[config.mk]
export PLATFORM = sky130hd
export DESIGN_NAME = bullet_scheduler_flat
export DESIGN_NICKNAME = d
export VERILOG_FILES = /design/src/rtl/bullet_scheduler_if.sv /design/src/rtl/bullet_scheduler.sv /design/src/flat_wrapper.sv
export SDC_FILE = /design/constraint.sdc
export NUM_CORES = 1
export LEC_CHECK = 0
export ABC_AREA = 1
export BUFFER_PORTS_ARGS = -buffer_cell sky130_fd_sc_hd__buf_2
export CAP_MARGIN = 20
export CORE_ASPECT_RATIO = 0.6
export CORE_UTILIZATION = 45
export DETAILED_ROUTE_END_ITERATION = 6
export PLACE_DENSITY = 0.76
export SKIP_LAST_GASP = 1
export SLEW_MARGIN = 5
export SYNTH_ARGS = -nofsm -noshare
export SYNTH_HDL_FRONTEND = slang
export SYNTH_SLANG_ARGS = --single-unit
export TNS_END_PERCENT = 10
[constraint.sdc]
create_clock -name Clk -period 2.6 [get_ports Clk]
set_input_delay 0.52 -clock Clk [delete_from_list [all_inputs] [get_ports Clk]]
set_output_delay 0.52 -clock Clk [all_outputs]
set_load 0.01 [all_outputs]
[src/rtl/bullet_scheduler_if.sv]
// Bus bundle for the bullet scheduler: turret/keyboard inputs and slot state outputs.
// The master side (turret/game logic) drives the inputs; the scheduler is the slave.
interface bullet_scheduler_if #(
    parameter int NUM_SLOTS = 4
);
    // Inputs to the scheduler
    logic                        frame_tick;
    logic [7:0]                  keycode;
    logic [9:0]                  motion_x;
    logic [9:0]                  motion_y;
    logic [9:0]                  init_x;
    logic [9:0]                  init_y;

    // Outputs from the scheduler
    logic [NUM_SLOTS-1:0]        bullet_active;
    logic [NUM_SLOTS*10-1:0]     bullet_x;
    logic [NUM_SLOTS*10-1:0]     bullet_y;
    logic                        fire_accept;
    logic                        fire_reject;
    logic                        cooldown_busy;
    logic [$clog2(NUM_SLOTS+1)-1:0] free_count;

    modport master (
        output frame_tick, keycode, motion_x, motion_y, init_x, init_y,
        input  bullet_active, bullet_x, bullet_y,
        input  fire_accept, fire_reject, cooldown_busy, free_count
    );

    modport slave (
        input  frame_tick, keycode, motion_x, motion_y, init_x, init_y,
        output bullet_active, bullet_x, bullet_y,
        output fire_accept, fire_reject, cooldown_busy, free_count
    );
endinterface

[src/rtl/bullet_scheduler.sv]
// Bullet scheduler: launches bullets into the lowest free slot on a fire-key
// press edge, enforces a frame-based cooldown between shots, and advances /
// retires in-flight bullets once per video frame.
module bullet_scheduler #(
    parameter int         NUM_SLOTS       = 4,
    parameter int         COOLDOWN_FRAMES = 15,
    parameter logic [7:0] FIRE_KEY        = 8'h2C,
    parameter int         SCREEN_W        = 640,
    parameter int         SCREEN_H        = 480
) (
    input  logic              Clk,
    input  logic              Reset,     // synchronous, active-low
    bullet_scheduler_if.slave bus
);

    localparam int CNT_W  = (COOLDOWN_FRAMES < 1) ? 1 : $clog2(COOLDOWN_FRAMES + 1);
    localparam int FREE_W = $clog2(NUM_SLOTS + 1);

    localparam logic [CNT_W-1:0] CNT_LOAD = CNT_W'(COOLDOWN_FRAMES);
    localparam logic [9:0]       X_MAX    = 10'(SCREEN_W - 1);
    localparam logic [9:0]       Y_MAX    = 10'(SCREEN_H - 1);

    localparam logic [0:0] ST_IDLE     = 1'b0;
    localparam logic [0:0] ST_COOLDOWN = 1'b1;

    // ------------------------------------------------------------------
    // State
    // ------------------------------------------------------------------
    logic [0:0]       state_q, state_d;
    logic [CNT_W-1:0] cnt_q, cnt_d;
    logic             key_q;
    logic             fire_accept_q, fire_reject_q;

    // ------------------------------------------------------------------
    // Press detection and launch decision
    // ------------------------------------------------------------------
    logic                 key_hit;
    logic                 press;
    logic                 any_free;
    logic                 accept;
    logic                 reject;
    logic [NUM_SLOTS-1:0] active_w;
    logic [NUM_SLOTS-1:0] load_sel;
    logic                 sel_found;

    assign key_hit  = (bus.keycode == FIRE_KEY);
    assign press    = key_hit && !key_q;
    assign any_free = ~&active_w;
    assign accept   = (state_q == ST_IDLE) && press && any_free;
    assign reject   = (state_q == ST_IDLE) && press && !any_free;

    // Pick the lowest-index slot that was inactive before this edge; a slot
    // retiring on this same edge still reads as active and is not chosen.
    always_comb begin
        load_sel  = '0;
        sel_found = 1'b0;
        for (int i = 0; i < NUM_SLOTS; i++) begin
            if (!active_w[i] && !sel_found) begin
                load_sel[i] = 1'b1;
                sel_found   = 1'b1;
            end
        end
    end

    // Cooldown FSM next-state: a shot arms the counter, frame ticks drain it.
    always_comb begin
        state_d = state_q;
        cnt_d   = cnt_q;
        case (state_q)
            ST_IDLE: begin
                if (accept) begin
                    state_d = ST_COOLDOWN;
                    cnt_d   = CNT_LOAD;
                end
            end
            ST_COOLDOWN: begin
                if (bus.frame_tick) begin
                    if (cnt_q <= CNT_W'(1)) begin
                        cnt_d   = '0;
                        state_d = ST_IDLE;
                    end else begin
                        cnt_d = cnt_q - CNT_W'(1);
                    end
                end
            end
            default: begin
                state_d = ST_IDLE;
                cnt_d   = '0;
            end
        endcase
    end

    // Control registers: FSM, key history and registered status pulses.
    always_ff @(posedge Clk) begin
        if (!Reset) begin
            state_q       <= ST_IDLE;
            cnt_q         <= '0;
            key_q         <= 1'b0;
            fire_accept_q <= 1'b0;
            fire_reject_q <= 1'b0;
        end else begin
            state_q       <= state_d;
            cnt_q         <= cnt_d;
            key_q         <= key_hit;
            fire_accept_q <= accept;
            fire_reject_q <= reject;
        end
    end

    // ------------------------------------------------------------------
    // Bullet slots
    // ------------------------------------------------------------------
    logic [NUM_SLOTS*10-1:0] bullet_x_w;
    logic [NUM_SLOTS*10-1:0] bullet_y_w;

    generate
        for (genvar gi = 0; gi < NUM_SLOTS; gi++) begin : g_slot
            logic [9:0] pos_x_q, pos_x_d;
            logic [9:0] pos_y_q, pos_y_d;
            logic [9:0] vel_x_q, vel_x_d;
            logic [9:0] vel_y_q, vel_y_d;
            logic       act_q, act_d;
            logic [9:0] next_x;
            logic [9:0] next_y;
            logic       off_screen;

            // Wraps modulo 1024, so a negative step off the top lands at a
            // large unsigned value and is caught by the same limit compare.
            assign next_x     = pos_x_q + vel_x_q;
            assign next_y     = pos_y_q + vel_y_q;
            assign off_screen = (next_x > X_MAX) || (next_y > Y_MAX);

            // Slot next-state: launch takes precedence (a freshly loaded slot
            // does not move this edge); otherwise an in-flight slot advances
            // or retires on a frame tick. Velocity is only captured at launch.
            always_comb begin
                pos_x_d = pos_x_q;
                pos_y_d = pos_y_q;
                vel_x_d = vel_x_q;
                vel_y_d = vel_y_q;
                act_d   = act_q;
                if (accept && load_sel[gi]) begin
                    pos_x_d = bus.init_x;
                    pos_y_d = bus.init_y;
                    vel_x_d = bus.motion_x;
                    vel_y_d = bus.motion_y;
                    act_d   = 1'b1;
                end else if (bus.frame_tick && act_q) begin
                    if (off_screen) begin
                        act_d = 1'b0;
                    end else begin
                        pos_x_d = next_x;
                        pos_y_d = next_y;
                    end
                end
            end

            // Slot registers.
            always_ff @(posedge Clk) begin
                if (!Reset) begin
                    pos_x_q <= '0;
                    pos_y_q <= '0;
                    vel_x_q <= '0;
                    vel_y_q <= '0;
                    act_q   <= 1'b0;
                end else begin
                    pos_x_q <= pos_x_d;
                    pos_y_q <= pos_y_d;
                    vel_x_q <= vel_x_d;
                    vel_y_q <= vel_y_d;
                    act_q   <= act_d;
                end
            end

            assign active_w[gi]            = act_q;
            assign bullet_x_w[gi*10 +: 10] = pos_x_q;
            assign bullet_y_w[gi*10 +: 10] = pos_y_q;
        end
    endgenerate

    // ------------------------------------------------------------------
    // Outputs
    // ------------------------------------------------------------------
    logic [FREE_W-1:0] free_cnt_w;

    // Number of idle slots, counted straight from the active flags.
    always_comb begin
        free_cnt_w = '0;
        for (int i = 0; i < NUM_SLOTS; i++) begin
            free_cnt_w = free_cnt_w + FREE_W'(!active_w[i]);
        end
    end

    assign bus.bullet_active = active_w;
    assign bus.bullet_x      = bullet_x_w;
    assign bus.bullet_y      = bullet_y_w;
    assign bus.fire_accept   = fire_accept_q;
    assign bus.fire_reject   = fire_reject_q;
    assign bus.cooldown_busy = (state_q == ST_COOLDOWN);
    assign bus.free_count    = free_cnt_w;

endmodule

[src/flat_wrapper.sv]
// flat-port wrapper written by rule: the top's interface ports become plain ports
module bullet_scheduler_flat 
#(
    parameter int         NUM_SLOTS       = 4,
    parameter int         COOLDOWN_FRAMES = 15,
    parameter logic [7:0] FIRE_KEY        = 8'h2C,
    parameter int         SCREEN_W        = 640,
    parameter int         SCREEN_H        = 480
)
  (Clk, Reset, bus_frame_tick, bus_keycode, bus_motion_x, bus_motion_y, bus_init_x, bus_init_y, bus_bullet_active, bus_bullet_x, bus_bullet_y, bus_fire_accept, bus_fire_reject, bus_cooldown_busy, bus_free_count);
  bullet_scheduler_if #(.NUM_SLOTS(NUM_SLOTS)) bus_i ();
  input  logic Clk;
  input  logic Reset;
  input wire logic [$bits(bus_i.frame_tick)-1:0] bus_frame_tick;
  input wire logic [$bits(bus_i.keycode)-1:0] bus_keycode;
  input wire logic [$bits(bus_i.motion_x)-1:0] bus_motion_x;
  input wire logic [$bits(bus_i.motion_y)-1:0] bus_motion_y;
  input wire logic [$bits(bus_i.init_x)-1:0] bus_init_x;
  input wire logic [$bits(bus_i.init_y)-1:0] bus_init_y;
  output wire logic [$bits(bus_i.bullet_active)-1:0] bus_bullet_active;
  output wire logic [$bits(bus_i.bullet_x)-1:0] bus_bullet_x;
  output wire logic [$bits(bus_i.bullet_y)-1:0] bus_bullet_y;
  output wire logic [$bits(bus_i.fire_accept)-1:0] bus_fire_accept;
  output wire logic [$bits(bus_i.fire_reject)-1:0] bus_fire_reject;
  output wire logic [$bits(bus_i.cooldown_busy)-1:0] bus_cooldown_busy;
  output wire logic [$bits(bus_i.free_count)-1:0] bus_free_count;
  assign bus_i.frame_tick = bus_frame_tick;
  assign bus_i.keycode = bus_keycode;
  assign bus_i.motion_x = bus_motion_x;
  assign bus_i.motion_y = bus_motion_y;
  assign bus_i.init_x = bus_init_x;
  assign bus_i.init_y = bus_init_y;
  assign bus_bullet_active = bus_i.bullet_active;
  assign bus_bullet_x = bus_i.bullet_x;
  assign bus_bullet_y = bus_i.bullet_y;
  assign bus_fire_accept = bus_i.fire_accept;
  assign bus_fire_reject = bus_i.fire_reject;
  assign bus_cooldown_busy = bus_i.cooldown_busy;
  assign bus_free_count = bus_i.free_count;
  bullet_scheduler #(.NUM_SLOTS(NUM_SLOTS), .COOLDOWN_FRAMES(COOLDOWN_FRAMES), .FIRE_KEY(FIRE_KEY), .SCREEN_W(SCREEN_W), .SCREEN_H(SCREEN_H)) u_core (.Clk(Clk), .Reset(Reset), .bus(bus_i));
endmodule
* After elaboration in Yosys (flattened, before gate mapping)
Index checks and enable logic that the tools add are counted.
Operators by class: add/subtract/negate cells 12, multipliers 0, divide/modulo/power cells 0, magnitude comparators 9, eq/ne operators 7, shift-type cells 0, mux-type cells 50, bitwise gates (word level) 1, reduce and logical (&&, ||, !) cells 45
Operator list (count):
- $mux W10 | 24
- $add A10 B10 Y10 | 8
- $gt A10 B10 Y1 const B | 4
- $gt A10 B9 Y1 const B | 4
- $mux W1 | 21
- $reduce_and A2 Y1 | 9
- $reduce_bool A2 Y1 | 8
- $logic_and A1 B1 Y1 | 15
- $mux W4 | 3
- $ne A2 B2 Y1 const B | 5
- $eq A8 B6 Y1 const B | 1
- $logic_not A1 Y1 | 8
- $pmux W4 S2 | 1
- $add A3 B1 Y3 | 2
- $le A4 B1 Y1 const B | 1
- $logic_or A1 B1 Y1 | 4
- $reduce_and A4 Y1 | 1
- $sub A4 B1 Y4 const B | 1
- $add A1 B1 Y2 | 1
- $ne A2 B1 Y1 const B | 1
- $pmux W1 S2 | 1
- $not A1 Y1 | 1
Storage, ports and cells: register bits after elaboration 172, latch bits 0, memory bits (writable) 0, memory bits (read-only) 0, input port bits 51, output and inout port bits 90, memories kept 0

* Depth between registers and ports, before layout
depth after elaboration 12, depth in mapped cells 16, gate-level depth less buffers 16

* Worst setup path before layout
Ideal clock, no wire load.
kind reg2out, start point register u_core.g_slot[0].act_q, end point output bus_free_count[1], arrival time 1.756 ns, required time 2.080 ns, path slack 0.324 ns, stages on the path, launching flop included 6, buffers on the path 1, cells stage by stage dfxtp_1 -> inv_1 -> clkbuf_1 -> ha_1 -> fa_1 -> ha_1
On the way: longest elaborated chain between the ends 4
RTL lines:
- start: declaration | RTL line bullet_scheduler.sv:122 | logic act_q, act_d;
- start signal: assignment | RTL line bullet_scheduler.sv:171 | act_q <= act_d;
- $logic_not A1 Y1
- $add A1 B1 Y2 | RTL line bullet_scheduler.sv:190 | free_cnt_w = free_cnt_w + FREE_W'(!active_w[i]);
- $add A3 B1 Y3 (2 in series) | RTL line bullet_scheduler.sv:190
- end: declaration | RTL line flat_wrapper.sv:26 | output wire logic [$bits(bus_i.free_count)-1:0] bus_free_count;
No other way between the ends.

* Final worst setup path
start point register u_core.g_slot[1].act_q, end point output bus_free_count[1]
On the way: longest elaborated chain between the ends 4
RTL lines (RTL line):
- start: declaration | bullet_scheduler.sv:122
- start signal: assignment | bullet_scheduler.sv:171
- $logic_not A1 Y1 | bullet_scheduler.sv:190
- $add A1 B1 Y2 | bullet_scheduler.sv:190
- $add A3 B1 Y3 (2 in series) | bullet_scheduler.sv:190
No other way between the ends.

==> flow_summary.ini <==
[status]
status = complete, but fails checks
violations = DRC

[sta]
clock-skew-final_ns = 0.00978
holdWs_ns = 0.392
final.min_clock_period_ns = 2.57
slew_headroom_pct = 55.1
slew_viol_final = 0
worstMarginPinSlew_ns = 0.674
rsz0062_at_grt = true
timing.fmax_ghz = 0.389
period_share_pct = 98.9
setup_viol = 0
finalHoldViolCount = 0

[worst_setup_path]
crit_top_cell = ha_1
path_max_fanout = 5
critical_path_required_ns = 2.08
max_stage_delay_ns = 0.42
slowest_stage = fa_1
worstSetupPathType = reg2out
critPathTopFamily = adder cells
crit_path_end_kind = output port
worstSetupPathDepth = 5
crit_arrival_ns = 2.05
crit_chain = inv_1, ha_1, fa_1, ha_1, buf_2
r2r_cells = 14
cp.buffers_inverters = 2
start_kind = register

[placed_design]
gp_congestion = 0.978
hpwl_um = 27800
port_buffers = 140
dpl-instance-area_um2 = 12200

[routing]
drt-initial-drc-count = 1276
route.vias.total = 11700
first_pass_iters = 7
final_antenna_net_count = 0
wl_per_cell_um = 16.9
wirelength_um = 36700
viasPerCell = 5.41
drc = 2

[synthesis]
synth_cell_types = 39
synth_nets = 1848
syn-cell-area_um2 = 11200
synth_seq_cells = 172
ys_warn_count = 0
avgSynthCellArea_um2 = 6.53
synthDominantCellAreaShare_pct = 30.8
yosys-top-cells-area = dfxtp_1 (31%), nand2_1 (14%), ha_1 (8.7%), nand3_1 (7.1%), nor2_1 (7.0%)
synth_top_area_cell = dfxtp_1
synthCells = 1710
yosysSeqAreaShare_pct = 30.8

[die]
die_height_um = 124
core-area_um2 = 24300
fp.dieW_um = 205
rows = 44
die_area_um2 = 25500
start_util_pct = 46.0
pin_count = 141

[clock_network]
cts_tree = built
h-tree-depth = 4
clockBufferDepth = 2
cts_sinks = 172
clk_pin_slew_ns = 0.07
cts_made_buffers = 17
cts_root_buffer = clkbuf_16
clock_latency_ns = 0.45

[grt]
track_usage_pct = 29.3
grt.busiest_layer = met1
use_met3_pct = 6.25
use_met1_pct = 44.2
globalRouteOverflowTotal = 0
first_global_vias = 10300
globalRouteMet2Util_pct = 41.0
antenna_found_initial = 0
grt_max_degree = 117
grt_pass1_wl_um = 57000

[final_layout]
finalNetCount = 1974
area_growth_pct = 15.8
mostFrequentLayoutCells = nand2_1 (417), nor2_1 (208), inv_1 (181)
postLayoutCoreUtil_pct = 53.3
fin_area_um2 = 12900
diodes = 0
num-fill-cells = 2407
drive_gt1_share_pct = 13.4
final_common_cell = nand2_1

[power_and_ir_drop]
p_switching_mw = 1.37
pwr_density_cell_nw_per_um2 = 434
seq_power_share_pct = 46.9
total_leakage_power_nw = 6.77
fin_total_pwr_mw = 5.62
p_comb_share_pct = 3.4
switching_share_pct = 24.4
vdd_drop_max_mv = 0.395
intPower_mw = 4.25
p_clk_share_pct = 49.7

[job]
maxCapViolations = 0

[hold_path]
hold_class = in2reg
min_path_cells = 3
[cell type report]
| cell class | instances | area [um2] | share of cell area [%] |
|---|---|---|---|
| Sequential cell | 172 | 3450 | 26.7 |
| Inverter | 188 | 706 | 5.45 |
| Clock buffer | 19 | 443 | 3.42 |
| Multi-Input combinational cell | 1279 | 6690 | 51.7 |
| Clock inverter | 13 | 185 | 1.43 |
| Timing Repair Buffer | 178 | 1060 | 8.19 |
| Tap cell | 322 | 403 | 3.11 |
[power groups by stage]
| stage | Combinational (mW) | Sequential, mW | Clock (mW) |
|---|---|---|---|
| CTS | 0.189 | 2.64 | 2.82 |
| detailed placement | 0.188 | 2.70 | 0 |
| global placement | 0.186 | 2.70 | 0 |
| global route | 0.200 | 2.64 | 2.94 |
| floorplan | 0.0675 | 2.70 | 0 |
| finish | 0.193 | 2.64 | 2.79 |
[layer usage]
metal  part of all wire (%)  up-vias
met3                     11       49
met1                     48     5292
met5                      0        -
met4                    1.9        0
met2                     39      583
li1                       -     5821
[per-stage QoR]
stage	setup WS (ns)	TNS (ns)	std cells
final	0.0283	0	2171
after global placement	0.101	0	2138
after floorplan	0.324	0	1710
after global routing	-0.0265	-0.102	2171
after CTS	-0.00658	-0.0136	2170
after detailed placement	0.0163	0	2138
[timing repair]
item	4_1_cts	5_1_grt
pin swaps	0	2
setup buffers	0	1
setup endpoints to repair	5	68
resized for setup	2	16
hold buffers	0	0
[Yosys cell counts, drive strengths merged]
cell	instances
a21oi	140
a21o	2
a31o	1
xor2	12
nor2	212
o21a	1
nand3b	7
nor4	2
nand3	159
xnor2	25
o211ai	1
nand2	424
fa	9
dfxtp	172
a31oi	6
clkbuf	31
ha	78
o21bai	10
mux2i	1
nor3	7
nand4	27
buf	40
o21ai	152
inv	188
or2	3
[state kept, by name (all words and copies together), names as in the netlist]
| signal | count |
|---|---|
| u_core.g_slot.vel_y_q | 40 |
| u_core.bus.cooldown_busy | 1 |
| u_core.g_slot.vel_x_q | 40 |
| u_core.g_slot.act_q | 4 |
| u_core.cnt_q | 4 |
| u_core.key_q | 1 |
| u_core.g_slot.pos_x_q | 40 |
| u_core.g_slot.pos_y_q | 40 |
| u_core.bus.fire_accept | 1 |
| u_core.bus.fire_reject | 1 |
[logic make-up after synthesis]
logic type / count (synthesis) / share of synthesized area [%]
fa+ha+maj: 87 / 10.4
simple gates: 841 / 31.9
xor+xnor: 37 / 2.90
flops: 172 / 30.8
buf+inv: 259 / 9.48
compound gates: 313 / 14.4
mux: 1 / 0.0896
[worst min-delay path, delay by kind of cell]
| family | cells | cell delay (ns) |
|---|---|---|
| AO/OA/AOI/OAI | 1 | 0.05 |
| buffers and inverters | 1 | 0.15 |
| AND/OR/NAND/NOR | 1 | 0.08 |
[path summary, 6_finish.rpt]
path / from / end / slack, ns
worst max register to register: u_core.g_slot[0].pos_x_q[0] / u_core.g_slot[0].pos_y_q[2] / 0.12
worst min-delay path: bus_init_y[9] / u_core.g_slot[0].pos_y_q[9] / 0.39
worst max-delay path: u_core.g_slot[1].act_q / bus_free_count[1] / 0.03
worst min register to register: u_core.g_slot[2].pos_x_q[0] / u_core.g_slot[2].pos_x_q[0] / 0.49
Note: power is estimated with default switching activity, not from simulation.
